===== src/rtl/sub8_pkg.sv =====
// Shared definitions for the bit-serial subtractor (sub8bit_seq): width default and FSM encoding.
// Optional feature macro used by the top: SUB8_SAT_EN (saturate a on err).
package sub8_pkg;

    localparam int SUB8_W     = 8;
    localparam int SUB8_CNT_W = $clog2(SUB8_W);

    typedef logic [1:0] state_t;

    localparam state_t IDLE  = 2'd0;
    localparam state_t SHIFT = 2'd1;
    localparam state_t DONE  = 2'd2;

endpackage


===== src/rtl/sub8bit_seq_fs.sv =====
// Combinational full-subtractor cell: d = s - b - bin, with borrow-out.
module fs (
    input  logic s,
    input  logic b,
    input  logic bin,
    output logic d,
    output logic bout
);

    assign d    = s ^ b ^ bin;
    assign bout = (~s & b) | (~(s ^ b) & bin);

endmodule


===== src/rtl/sub8bit_seq.sv =====
// Bit-serial inverse of the ripple-carry adder: recovers a = sum - b one bit per clock.
// Build option: define SUB8_SAT_EN to saturate a on err (underflow -> 0, overflow -> all ones).
module sub8bit_seq
    import sub8_pkg::*;
#(
    parameter int W = SUB8_W
) (
    input  logic         clk,
    input  logic         rst_n,
    input  logic         start,
    input  logic [W:0]   sum,
    input  logic [W-1:0] b,
    output logic         busy,
    output logic         done,
    output logic [W-1:0] a,
    output logic         err,
    output logic [1:0]   state_dbg
);

    localparam int CW = $clog2(W);

    // Handshake: start is taken only in IDLE (no queuing); busy is high for the W
    // shifting cycles; done pulses one cycle with a/err valid, which then hold.

    state_t         state;
    logic [W:0]     s_r;
    logic [W-1:0]   b_r;
    logic [W-1:0]   a_r;
    logic           borrow;
    logic [CW-1:0]  cnt;
    logic           d;
    logic           bout;
    logic           underflow;
    logic           overflow;

    fs u_fs (
        .s    (s_r[0]),
        .b    (b_r[0]),
        .bin  (borrow),
        .d    (d),
        .bout (bout)
    );

    // After W shifts s_r[0] holds sum[W]; it must match the final borrow.
    assign underflow = ~s_r[0] & borrow;
    assign overflow  = s_r[0] & ~borrow;

    assign busy      = (state == SHIFT);
    assign state_dbg = state;

    always_ff @(posedge clk) begin
        if (!rst_n) begin
            state  <= IDLE;
            s_r    <= '0;
            b_r    <= '0;
            a_r    <= '0;
            borrow <= 1'b0;
            cnt    <= '0;
            done   <= 1'b0;
            a      <= '0;
            err    <= 1'b0;
        end else begin
            done <= 1'b0;
            case (state)
                IDLE: begin
                    if (start) begin
                        s_r    <= sum;
                        b_r    <= b;
                        a_r    <= '0;
                        borrow <= 1'b0;
                        cnt    <= '0;
                        state  <= SHIFT;
                    end
                end
                SHIFT: begin
                    a_r    <= {d, a_r[W-1:1]};
                    s_r    <= {1'b0, s_r[W:1]};
                    b_r    <= {1'b0, b_r[W-1:1]};
                    borrow <= bout;
                    cnt    <= cnt + 1'b1;
                    if (cnt == CW'(W - 1)) begin
                        state <= DONE;
                    end
                end
                DONE: begin
                    done <= 1'b1;
                    err  <= underflow | overflow;
`ifdef SUB8_SAT_EN
                    if (underflow) begin
                        a <= '0;
                    end else if (overflow) begin
                        a <= '1;
                    end else begin
                        a <= a_r;
                    end
`else
                    a <= a_r;
`endif
                    state <= IDLE;
                end
                default: begin
                    state <= IDLE;
                end
            endcase
        end
    end

endmodule


===== config.mk =====
export PLATFORM = sky130hd
export DESIGN_NAME = sub8bit_seq
export DESIGN_NICKNAME = d
export VERILOG_FILES = /design/src/rtl/sub8_pkg.sv /design/src/rtl/sub8bit_seq_fs.sv /design/src/rtl/sub8bit_seq.sv
export SDC_FILE = /design/constraint.sdc
export NUM_CORES = 1
export LEC_CHECK = 0
export ABC_CLOCK_PERIOD_IN_PS = 4000
export CAP_MARGIN = 10
export CORE_ASPECT_RATIO = 0.75
export CORE_UTILIZATION = 45
export CTS_BUF_LIST = sky130_fd_sc_hd__clkbuf_4 sky130_fd_sc_hd__clkbuf_8
export DETAILED_ROUTE_END_ITERATION = 8
export PLACE_DENSITY = 0.72
export SKIP_LAST_GASP = 1
export SLEW_MARGIN = 20
export SYNTH_ARGS = -nofsm -noshare
export SYNTH_HDL_FRONTEND = slang
export SYNTH_SLANG_ARGS = --single-unit

===== constraint.sdc =====
create_clock -name clk -period 4 [get_ports clk]
set_clock_uncertainty 0.2 [all_clocks]
set_input_delay 0.4 -clock clk [delete_from_list [all_inputs] [get_ports clk]]
set_output_delay 0.4 -clock clk [all_outputs]
set_load 0.05 [all_outputs]

==> flow_metrics.tcl <==
set metrics [dict create \
    status "complete, no violations" \
    crit_buf_inv 2 \
    synth_seq_cells 41 \
    fill_cells 284 \
    place_congestion 0.734 \
    synth-async-reset-ratio_pct 0 \
    synthToLayoutAreaGrowth_pct 25.1 \
    worstPathCellList "buf_4, nor2b_1, clkdlybuf4s50_1" \
    drtIter0Drc 57 \
    cp.required_ps 3400 \
    io_pins 33 \
    switching_power_mw 0.190 \
    cts_tree "built" \
    grt_start_max_net_pins 24 \
    antenna_found_initial 0 \
    p_int_mw 0.585 \
    wl_per_cell_um 13.0 \
    finalHoldViolations 0 \
    gr-total-overflow 0 \
    multi_input_area_um2 747 \
    ys_types 28 \
    synth_area_per_cell_um2 9.91 \
    port_buffers 32 \
    hold_buffers 0 \
    regArea_um2 821 \
    post-synth-top-area-fraction_pct 49.9 \
    final.min_clock_period_ps 2510 \
    switching_share_pct 24.5 \
    die_area_um2 3900 \
    synth_edf_count 0 \
    path_class "flop to primary output" \
    arrival_ps 1910 \
    drtAntennaViolNets 0 \
    rrSetupSlack_ps 1970 \
    worstRegToRegCells 4 \
    yosys_warnings 0 \
    syn_nets 189 \
    fin_crit_sh_pct 62.8 \
    p_leak_nw 0.756 \
    clkTransAtPathRegs_ps 70 \
    drive_gt1_share_pct 6.67 \
    min_path_type "flop to flop" \
    slowest_stage "clkdlybuf4s50_1" \
    cp_top_family "buffers and inverters" \
    crit_fanout 19 \
    clk-insertion-delay-late_ps 300 \
    worstHoldPathCells 2 \
    final_nets 217 \
    grt_pass1_vias 1193 \
    dieHeight_um 54.4 \
    synthCells 166 \
    power.share.sequential_pct 55.8 \
    cts_setup_buffers 0 \
    yosysTopAreaCell "dfxtp_1" \
    cp_num_cells 3 \
    ctsResizeCount 0 \
    wirelength_mm 3.05 \
    slew_violations 0 \
    synth_most_common_cell "dfxtp_1" \
    syn-cell-area_um2 1650 \
    clkSinkCount 41 \
    grt_pass1_wl_mm 5.43 \
    numCtsBuffers 5 \
    rsz0062_at_grt "false" \
    rows 18 \
    core_area_um2 3380 \
    power_frac_comb_pct 10.7 \
    cts_buffer_depth 2 \
    max_cap_violations 0 \
    fmax_mhz 398 \
    avgViaCountPerCell 5.26 \
    cellPowerDensity_nw_per_um2 377 \
    die_x_um 71.8 \
    root_buffer "clkbuf_8" \
    drc 0 \
    vias 1236 \
    fin_total_pwr_mw 0.775 \
    max_stage_delay_ps 840 \
    endpoint_kind "primary output" \
    antennaDiodeCount 0 \
    clkPwrFrac_pct 33.5 \
    vdd_drop_max_mv 0.245 \
    critPathLaunchType "flop" \
    setup_tns_ps 0 \
    grt_usage_pct 18.8 \
    synth_ff_type "dfxtp_1" \
    synthTopCellsByArea "dfxtp_1, mux2i_1, o211ai_1" \
    setup_viol 0 \
    ys_seq_area_share_pct 49.9 \
    dp_hpwl_mm 2.18 \
    worst_slew_pin_slew_ps 703 \
    relSlewSlack_pct 53.1 \
    synthTopCellsByCount "dfxtp_1, nand2_1, mux2i_1" \
    start_util_pct 48.7 \
    firstDrtPassIters 4 \
    htree_levels 2 \
]
-- sequential cells by signal, indices dropped and copies added, names as in the netlist --
signal and cells:
a_r 8, b_r 8, a 8, err 1, state_dbg 2, borrow 1
cnt 3, s_r 9, done 1
-- worst register-to-register path: cells and delay by family, from the launching register on --
kind | cells | cell delay, ps
AOI/OAI and AO/OA | 2 | 630
DFF | 1 | 310
and+or+nand+nor | 1 | 600
buffers and inverters | 1 | 230
-- per-layer routing --
metal	global-route usage [%]	wire length [µm]	vias to the layer above	share of wire, %
li1	-	-	646	-
met1	23.4	1570	558	51
met2	30.5	1290	29	42
met3	6.63	156	3	5.1
met4	6.86	33	0	1.1
met5	0	0	-	0
-- metrics by stage --
| stage | util, % | area (µm²) | setup slack [ps] | hold slack (ps) | cells |
|---|---|---|---|---|---|
| 5_1_grt | 60.9 | 2060 | 1410 | 291 | 235 |
| 3_3_place_gp | 58.4 | 1970 | 1680 | 257 | 227 |
| 3_5_place_dp | 58.4 | 1970 | 1670 | 260 | 227 |
| 4_1_cts | 60.9 | 2060 | 1470 | 271 | 235 |
| 2_1_floorplan | - | 1650 | 1670 | 229 | 166 |
| 6_report | 60.9 | 2060 | 1490 | 267 | 235 |
-- power by group through the flow --
stage	Combinational [mW]	Sequential (mW)	Clock, mW
after CTS	0.0837	0.432	0.271
after detailed placement	0.0834	0.442	0
after global routing	0.0915	0.434	0.291
after floorplan	0.0509	0.442	0
after global placement	0.0813	0.441	0
final	0.0829	0.432	0.260
-- cell usage in the layout, fill, tap and decap left out, types with 2 or more instances in the layout --
cell,Yosys,routed
inv_1,3,3
a22o_1,11,11
clkbuf_8,0,5
nor2_1,2,2
mux2i_1,16,16
nor2b_1,2,2
ha_1,2,2
clkdlybuf4s50_1,0,32
and2_1,2,2
o21ai_0,7,7
o22ai_1,2,2
o21ai_1,10,10
dfxtp_1,41,41
a21boi_0,8,8
buf_4,1,3
clkinv_2,0,2
o211ai_1,15,15
a21oi_1,2,2
nand2_1,21,21
-- logic make-up (layout without fill, tap and decap cells) --
| family | after synthesis | count (layout) | share of synthesized area (%) |
|---|---|---|---|
| AOI/OAI and AO/OA | 56 | 56 | 23.3 |
| xor gates and xnor gates | 1 | 1 | 0.532 |
| adders and majority gates | 3 | 3 | 2.74 |
| buffers and inverters | 17 | 46 | 4.71 |
| DFF | 41 | 41 | 49.9 |
| muxes | 16 | 16 | 9.73 |
| and+or+nand+nor | 32 | 32 | 9.05 |
-- layout make-up --
class | instances | share of cell area [%]
multi-input combinational | 108 | 36.3
inverter | 3 | 0.547
timing repair buffer | 35 | 16.7
tap | 40 | 2.43
clock inverter | 3 | 0.851
sequential | 41 | 39.9
clock buffer | 5 | 3.34
-- worst paths after layout --
check,start,end
min,a[0],a[0]
min reg2reg,a[0],a[0]
max,state_dbg[1],busy
max reg2reg,state_dbg[0],a_r[0]
Power figures use the tool's default switching activity.
